--- src/rtl/cfu_simd_pkg.sv ---
// Shared types and constants for the SIMD MAC custom function unit.
// Opcode and FSM encodings, lane geometry and the dot-sum width helper.
package cfu_simd_pkg;

  localparam int LANES  = 4;
  localparam int LANE_W = 8;

  typedef enum logic [6:0] {
    CLEAR      = 7'd0,
    SET_OFFSET = 7'd1,
    MAC4       = 7'd2,
    READ       = 7'd3,
    READ_CLEAR = 7'd4
  } op_e;

  typedef enum logic [1:0] {
    IDLE = 2'd0,
    EXEC = 2'd1,
    RESP = 2'd2
  } state_e;

  // (activation + offset) is OFFSET_W+1 bits, times an int8 weight, plus 2 guard bits for 4 lanes
  function automatic int dot_width(input int offset_w);
    return offset_w + LANE_W + 1 + 2;
  endfunction

endpackage

--- src/rtl/cfu_dot4.sv ---
// Four-lane int8 dot product with a signed input offset, pipelined over STAGES registers.
// STAGES=0 is purely combinational; the first stage registers the lane products.
module cfu_dot4
  import cfu_simd_pkg::*;
#(
  parameter int OFFSET_W = 9,
  parameter int STAGES   = 1
) (
  input  logic                                 clk,
  input  logic                                 reset,
  input  logic [LANES*LANE_W-1:0]              a,
  input  logic [LANES*LANE_W-1:0]              w,
  input  logic signed [OFFSET_W-1:0]           offset,
  output logic signed [dot_width(OFFSET_W)-1:0] dot
);

  localparam int PROD_W = OFFSET_W + LANE_W + 1;
  localparam int DOT_W  = dot_width(OFFSET_W);

  logic signed [OFFSET_W:0]   a_off [LANES];
  logic signed [PROD_W-1:0]   prod  [LANES];

  // Offsets are assumed at least as wide as a lane, as in TFLM (OFFSET_W >= 8)
  always_comb begin
    for (int i = 0; i < LANES; i++) begin
      a_off[i] = (OFFSET_W+1)'($signed(a[i*LANE_W +: LANE_W])) + (OFFSET_W+1)'(offset);
      prod[i]  = PROD_W'(a_off[i]) * PROD_W'($signed(w[i*LANE_W +: LANE_W]));
    end
  end

  generate
    if (STAGES == 0) begin : g_comb
      always_comb begin
        dot = '0;
        for (int i = 0; i < LANES; i++) dot = dot + DOT_W'(prod[i]);
      end
    end else begin : g_pipe
      logic signed [PROD_W-1:0] prod_q [LANES];
      logic signed [DOT_W-1:0]  sum_s;

      always_ff @(posedge clk or posedge reset) begin
        if (reset) begin
          for (int i = 0; i < LANES; i++) prod_q[i] <= '0;
        end else begin
          for (int i = 0; i < LANES; i++) prod_q[i] <= prod[i];
        end
      end

      always_comb begin
        sum_s = '0;
        for (int i = 0; i < LANES; i++) sum_s = sum_s + DOT_W'(prod_q[i]);
      end

      if (STAGES == 1) begin : g_one
        assign dot = sum_s;
      end else begin : g_dly
        logic signed [DOT_W-1:0] dly [STAGES-1];
        always_ff @(posedge clk or posedge reset) begin
          if (reset) begin
            for (int k = 0; k < STAGES-1; k++) dly[k] <= '0;
          end else begin
            dly[0] <= sum_s;
            for (int k = 1; k < STAGES-1; k++) dly[k] <= dly[k-1];
          end
        end
        assign dot = dly[STAGES-2];
      end
    end
  endgenerate

endmodule

--- src/rtl/cfu_simd_mac.sv ---
// CFU cmd/rsp wrapper around NUM_ACC signed accumulators fed by a pipelined int8 dot product.
// Define CFU_SIMD_MAC_SAT_EN for saturating accumulation with a sticky clip flag.
module cfu_simd_mac
  import cfu_simd_pkg::*;
#(
  parameter int NUM_ACC     = 4,
  parameter int ACC_W       = 32,
  parameter int OFFSET_W    = 9,
  parameter int MAC_LATENCY = 2
) (
  input  logic        clk,
  input  logic        reset,
  input  logic        cmd_valid,
  output logic        cmd_ready,
  input  logic [9:0]  cmd_payload_function_id,
  input  logic [31:0] cmd_payload_inputs_0,
  input  logic [31:0] cmd_payload_inputs_1,
  output logic        rsp_valid,
  input  logic        rsp_ready,
  output logic [31:0] rsp_payload_outputs_0,
  output state_e      state_dbg
);

  localparam int DOT_W = dot_width(OFFSET_W);
  localparam int CNT_W = $clog2(MAC_LATENCY) + 1;

  state_e                      state, state_nx;
  logic [CNT_W-1:0]            cnt;
  logic [2:0]                  idx, idx_q, sel_idx;
  logic                        idx_ok;
  op_e                         op;
  logic signed [ACC_W-1:0]     acc [NUM_ACC];
  logic signed [OFFSET_W-1:0]  offset;
  logic [31:0]                 rsp_data, rsp_nx, rd_val;
  logic                        rsp_load, acc_we, offset_we;
  logic signed [ACC_W-1:0]     acc_wdata, acc_sel, mac_new;
  logic signed [DOT_W-1:0]     dot;

  // Handshake: a command transfers on a cycle with cmd_valid && cmd_ready, a response on
  // rsp_valid && rsp_ready; rsp_payload stays fixed from RESP entry until that transfer.
  assign cmd_ready             = (state == IDLE);
  assign rsp_valid             = (state == RESP);
  assign rsp_payload_outputs_0 = rsp_data;
  assign state_dbg             = state;

  assign op      = op_e'(cmd_payload_function_id[9:3]);
  assign idx     = cmd_payload_function_id[2:0];
  assign idx_ok  = (int'(idx) < NUM_ACC);
  assign sel_idx = (state == EXEC) ? idx_q : idx;

  cfu_dot4 #(.OFFSET_W(OFFSET_W), .STAGES(MAC_LATENCY-1)) u_dot4 (
    .clk    (clk),
    .reset  (reset),
    .a      (cmd_payload_inputs_0),
    .w      (cmd_payload_inputs_1),
    .offset (offset),
    .dot    (dot)
  );

  always_comb begin
    acc_sel = '0;
    for (int i = 0; i < NUM_ACC; i++) if (sel_idx == 3'(i)) acc_sel = acc[i];
  end

`ifdef CFU_SIMD_MAC_SAT_EN
  localparam int SUM_W = ((ACC_W > DOT_W) ? ACC_W : DOT_W) + 1;
  logic signed [SUM_W-1:0] mac_sum;
  logic                    mac_clip, sat_flag, sat_set, sat_clr;
  assign mac_sum  = SUM_W'(acc_sel) + SUM_W'(dot);
  // Clip whenever the bits above the ACC_W sign bit disagree with it
  assign mac_clip = !((&mac_sum[SUM_W-1:ACC_W-1]) || !(|mac_sum[SUM_W-1:ACC_W-1]));
  assign mac_new  = mac_clip ? {mac_sum[SUM_W-1], {(ACC_W-1){~mac_sum[SUM_W-1]}}}
                             : mac_sum[ACC_W-1:0];
`else
  assign mac_new  = acc_sel + ACC_W'(dot);
`endif

  always_comb begin
    rd_val = 32'(acc_sel);
`ifdef CFU_SIMD_MAC_SAT_EN
    if (ACC_W < 32) rd_val[31] = sat_flag;
`endif
  end

  always_comb begin
    state_nx  = state;
    rsp_nx    = '0;
    rsp_load  = 1'b0;
    acc_we    = 1'b0;
    acc_wdata = '0;
    offset_we = 1'b0;
`ifdef CFU_SIMD_MAC_SAT_EN
    sat_set   = 1'b0;
    sat_clr   = 1'b0;
`endif
    case (state)
      IDLE: begin
        if (cmd_valid) begin
          state_nx = RESP;
          rsp_load = 1'b1;
          if (idx_ok) begin
            case (op)
              CLEAR: begin
                acc_we = 1'b1;
`ifdef CFU_SIMD_MAC_SAT_EN
                sat_clr = 1'b1;
`endif
              end
              SET_OFFSET: begin
                offset_we = 1'b1;
                rsp_nx    = 32'(offset);
              end
              MAC4: begin
                if (MAC_LATENCY > 1) begin
                  state_nx = EXEC;
                  rsp_load = 1'b0;
                end else begin
                  acc_we    = 1'b1;
                  acc_wdata = mac_new;
                  rsp_nx    = 32'(mac_new);
`ifdef CFU_SIMD_MAC_SAT_EN
                  sat_set   = mac_clip;
`endif
                end
              end
              READ:       rsp_nx = rd_val;
              READ_CLEAR: begin
                acc_we = 1'b1;
                rsp_nx = 32'(acc_sel);
              end
              default: ;
            endcase
          end
        end
      end
      EXEC: begin
        if (cnt == '0) begin
          state_nx  = RESP;
          rsp_load  = 1'b1;
          acc_we    = 1'b1;
          acc_wdata = mac_new;
          rsp_nx    = 32'(mac_new);
`ifdef CFU_SIMD_MAC_SAT_EN
          sat_set   = mac_clip;
`endif
        end
      end
      RESP:    if (rsp_ready) state_nx = IDLE;
      default: state_nx = IDLE;
    endcase
  end

  always_ff @(posedge clk or posedge reset) begin
    if (reset) begin
      state    <= IDLE;
      cnt      <= '0;
      idx_q    <= '0;
      offset   <= '0;
      rsp_data <= '0;
      for (int i = 0; i < NUM_ACC; i++) acc[i] <= '0;
    end else begin
      state <= state_nx;
      if (state == IDLE) begin
        idx_q <= idx;
        cnt   <= CNT_W'(MAC_LATENCY - 2);
      end else if (state == EXEC) begin
        cnt <= cnt - CNT_W'(1);
      end
      if (rsp_load)  rsp_data <= rsp_nx;
      if (offset_we) offset   <= cmd_payload_inputs_0[OFFSET_W-1:0];
      for (int i = 0; i < NUM_ACC; i++) begin
        if (acc_we && sel_idx == 3'(i)) acc[i] <= acc_wdata;
      end
    end
  end

`ifdef CFU_SIMD_MAC_SAT_EN
  always_ff @(posedge clk or posedge reset) begin
    if (reset)        sat_flag <= 1'b0;
    else if (sat_clr) sat_flag <= 1'b0;
    else if (sat_set) sat_flag <= 1'b1;
  end
`endif

endmodule

--- config.mk ---
export PLATFORM = sky130hd
export DESIGN_NAME = cfu_simd_mac
export DESIGN_NICKNAME = d
export VERILOG_FILES = /design/src/rtl/cfu_simd_pkg.sv /design/src/rtl/cfu_dot4.sv /design/src/rtl/cfu_simd_mac.sv
export SDC_FILE = /design/constraint.sdc
export NUM_CORES = 2
export LEC_CHECK = 0
export CAP_MARGIN = 20
export CORE_ASPECT_RATIO = 0.6
export CORE_MARGIN = 3
export CORE_UTILIZATION = 50
export CTS_CLUSTER_SIZE = 24
export DETAILED_ROUTE_END_ITERATION = 8
export PLACE_DENSITY = 0.68
export RECOVER_POWER = 25
export SYNTH_ARGS = -nofsm -noshare
export SYNTH_HDL_FRONTEND = slang
export SYNTH_SLANG_ARGS = --single-unit
--- constraint.sdc ---
create_clock -name clk -period 24.6 [get_ports clk]
set_input_delay 3.69 -clock clk [delete_from_list [all_inputs] [get_ports clk]]
set_output_delay 3.69 -clock clk [all_outputs]
set_load 0.005 [all_outputs]
==> results by stage <==
Run status:
- The run finished, with violations left.
- The checks that failed: capacitance limit, slew limit.

Timing:
- After layout, the minimum clock period comes to 9.795 ns.
- Setup total negative slack on the finished layout was measured at 0 ns.
- The measured slew at the worst slew-check pin is between 5 and 6 ns.
- The worst relative slew slack is -2.527.
- Setup repair after global routing left no endpoint under its margin.
- The number of pins exceeding their max-slew limit in the final report is 117.
- The hold violation total from the final report was 0.
- Setup violations remaining at the end of the flow were counted as 0.
- The worst-case clock skew is 0.02427 ns.
- The final clock period utilization by the worst path is 0.3982.
- Hold is met by around 0.48 ns.
- The maximum operating frequency is 102.1 MHz.

CTS:
- Post-CTS timing repair inserted 0 buffers for setup.
- In this run the number of H-tree levels came out at 1.
- Clock tree synthesis inserted a total of 25 buffers.
- The clock tree from TritonCTS is done.
- The maximum count of clock buffers along a single path is 3.
- The number of buffers added to fix hold violations after cts is 0.
- Clock-pin slew was measured on the worst setup and hold paths at 0.06 ns.
- The number of clock sinks seen by CTS is 248.
- After clock tree synthesis, the repair step resized 0 gates.
- The tree is rooted in a sky130_fd_sc_hd__clkbuf_16.
- The clock network latency to the later pin of the worst-skew pair is about 0.56 ns.

Global routing:
- In the global route stage, overall resource usage came out at 0.2547.
- Entering global routing, the biggest net connects roughly 120 pins.
- The global-route wire length before repair is 111700 um.
- The total overflow left after global routing is 0.
- The via count of the first global-routing pass is 20180.
- The initial antenna violation count is 0.

Floorplan:
- For this configuration, the core starts out at a cell density of 0.5130.
- The die covers 0.05588 mm^2.
- The number of placement rows is 64.
- The standard cell core area is just over 0.05 mm^2.
- For this design the top-level I/O count stands at roughly 110.
- The height of the die is between 150 and 200 um.
- The floorplan step set the die width to between 300 and 400 um.

Job:
- Across the run, the number of max-cap violations was 1.

Critical path:
- The number of cells on the worst reg-to-reg path is 22.
- The startpoint of the most critical setup path is cmd_payload_inputs_0[17].
- In this run the critical register-to-register path is launched from state_dbg[1].
- The setup path with the least slack is of type primary input to flip-flop.
- The required time of the critical path is approximately 25 ns.
- STA classifies the critical path startpoint as a primary input.
- The data arrival time of the critical path is 10.26 ns.
- STA classifies the critical path endpoint as a flip-flop.
- In this run the critical register-to-register path is captured at acc[94].
- The maximum fanout encountered on the critical timing path is 9.
- The end point of the critical path is u_dot4.g_pipe.prod_q[35].
- The worst setup slack for register-to-register paths is ~17 ns.

Placement:
- In this run the cell area measured after placement is 0.02839 mm^2.
- The number of buffers inserted by port buffering is 113.
- The congestion estimate from routability-driven global placement came to 0.8902.
- The cell total after placement is 3461.
- The wire-length estimate of the detail-placed layout is around 54000 um.

Finish:
- The top cell types in the final layout, fill and taps aside, are sky130_fd_sc_hd__inv_1 (496), sky130_fd_sc_hd__fa_1 (364), sky130_fd_sc_hd__dfrtp_1 (248), sky130_fd_sc_hd__nand2_1 (240), sky130_fd_sc_hd__ha_1 (201).
- Of the cells placed in the final design, the portion with a size suffix greater than 1 is 0.04760.
- The number of standard cells in the final layout excluding fillers is 3508.
- Leaving out fill and tap cells, the most frequent cell in the layout is sky130_fd_sc_hd__inv_1.
- After routing the design area is 0.02930 mm^2.
- From synthesis to final layout, the design area changed by 10.60%.
- 0 antenna diodes ended up in the layout.
- The final layout net count is 3439.

Yosys:
- The combined area of all synthesized cells is 0.02650 mm^2.
- For this run, the register share of the synthesized area comes to 0.2342.
- The number of warnings issued by yosys is 0.
- Counting every net in the synthesized netlist gives 3349.
- After synthesis, the largest family of logic cells by area is adder cells.
- The number of distinct standard cells referenced by the synthesized netlist is 80.
- The portion of netlist area occupied by mux cells is 0.03008.
- Of the total synthesized cell area, the portion taken by AND, OR, NAND and NOR gates is 0.1326.
- Of the total synthesized cell area, the portion taken by XOR and XNOR cells is 0.04189.
- Summed over all instances, the cell type with the most area after synthesis is sky130_fd_sc_hd__fa_1.
- Synthesis produced a netlist whose cell count is about 2700.
- The most frequently used flop master after synthesis is sky130_fd_sc_hd__dfrtp_1.
- After synthesis, the share of flip-flops with an asynchronous set or reset is 1.000.
- In this run, synthesis produced a sequential element count of roughly 250.
- The area share of the largest cell type after synthesis is 0.2750.
- Of the total synthesized cell area, the portion taken by full adders, half adders and majority gates is 0.3699.
- The average cell area after synthesis is between 9 and 10 um^2.
- In the post-synthesis netlist, the biggest area contributors are sky130_fd_sc_hd__fa_1 (28%), sky130_fd_sc_hd__dfrtp_1 (23%), sky130_fd_sc_hd__ha_1 (9.5%).
- The synthesized design contains 0 enable-type register cells.
- The complex-gate fraction of the synthesized area was 0.1091.

Detailed routing:
- The first routing iteration left roughly 1600 violations.
- The total wire length is 69110 um.
- After detailed routing, the average wire length per cell comes to 19.70 um.
- The first detailed-routing pass ran for 6 iterations.
- The routed via count divided by cell count is 5.531.
- For this run, design rule violations remaining after detail routing come to 0.
- The routed layout has around 19000 vias.
- Once detail routing completed, the nets flagged for antenna violations numbered 0.

Worst hold path:
- The classification of the worst-slack hold path is flip-flop to flip-flop.
## metrics by stage
stage	setup WS [ns]	utilization
after floorplan	14.10	-
after global placement	14.50	0.5497
after detailed placement	14.31	0.5497
after CTS	14.85	0.5674
after global routing	14.40	0.5673
final	14.80	0.5673
## cell usage after synthesis, types with 40 or more instances
master                       n
sky130_fd_sc_hd__inv_1     497
sky130_fd_sc_hd__fa_1      364
sky130_fd_sc_hd__dfrtp_1   248
sky130_fd_sc_hd__nand2_1   245
sky130_fd_sc_hd__ha_1      201
sky130_fd_sc_hd__and2_1    190
sky130_fd_sc_hd__nor2_1    150
sky130_fd_sc_hd__xnor2_1   102
sky130_fd_sc_hd__a21oi_1    86
sky130_fd_sc_hd__a221oi_1   47
sky130_fd_sc_hd__mux2_1     45
sky130_fd_sc_hd__o21ai_0    40
## critical path, cell delays in order
cell and delay (ns):
sky130_fd_sc_hd__clkdlybuf4s50_1 0.51, sky130_fd_sc_hd__ha_1 0.25, sky130_fd_sc_hd__a21o_1 0.18, sky130_fd_sc_hd__a21oi_1 0.25, sky130_fd_sc_hd__o21bai_1 0.11, sky130_fd_sc_hd__a21oi_1 0.25, sky130_fd_sc_hd__o21bai_1 0.11, sky130_fd_sc_hd__a21oi_1 0.24
sky130_fd_sc_hd__o21ai_0 0.12, sky130_fd_sc_hd__o21ai_1 0.43, sky130_fd_sc_hd__nand2_1 0.31, sky130_fd_sc_hd__fa_1 0.55, sky130_fd_sc_hd__fa_1 0.59, sky130_fd_sc_hd__fa_1 0.44, sky130_fd_sc_hd__fa_1 0.49, sky130_fd_sc_hd__inv_1 0.04
sky130_fd_sc_hd__ha_1 0.33, sky130_fd_sc_hd__and2_1 0.18, sky130_fd_sc_hd__a31oi_1 0.15, sky130_fd_sc_hd__nand2_1 0.09, sky130_fd_sc_hd__or4_1 0.46, sky130_fd_sc_hd__a2111o_1 0.39, sky130_fd_sc_hd__o211ai_1 0.09
## logic make-up after synthesis
kind of cell / after synthesis
AND/OR/NAND/NOR: 719
buffers and inverters: 569
adder cells (fa/ha/maj): 565
AO/OA/AOI/OAI: 409
flip-flops: 248
XOR/XNOR: 125
multiplexers: 71
## sequential cells by signal, indices dropped and copies added, names as in the netlist
| name | flops |
|---|---|
| acc | 128 |
| cnt | 2 |
| idx_q | 3 |
| offset | 9 |
| rsp_payload_outputs_0 | 32 |
| state_dbg | 2 |
| u_dot4.g_pipe.prod_q | 72 |
## worst min path at each step
stage | from | endpoint | cells past startpoint
2_1_floorplan | cnt[0] | cnt[0] | 2
3_3_place_gp | cnt[0] | cnt[0] | 2
3_5_place_dp | acc[89] | acc[89] | 2
4_1_cts | acc[89] | acc[89] | 2
5_1_grt | acc[118] | acc[118] | 2
6_report | acc[89] | acc[89] | 2
## metal layers
metal / global-route usage / wire length (um) / vias to the layer above
met4: 0.06511 / 1936 / 0
li1: - / - / 8834
met1: 0.3934 / 32720 / 9805
met5: 0 / 0 / -
met2: 0.3729 / 29130 / 670
met3: 0.04109 / 5318 / 95
## cell type report
class	count	area (um^2)
Timing Repair Buffer	135	1292
Clock buffer	30	694.4
Clock inverter	16	222.7
Tap cell	693	867.1
Inverter	497	1867
Fill cell	4550	22350
Multi-Input combinational cell	1889	18150
Sequential cell	248	6206
Power is not shown: default switching activity piles up to over one toggle a cycle in this logic, so the estimate is an artifact.
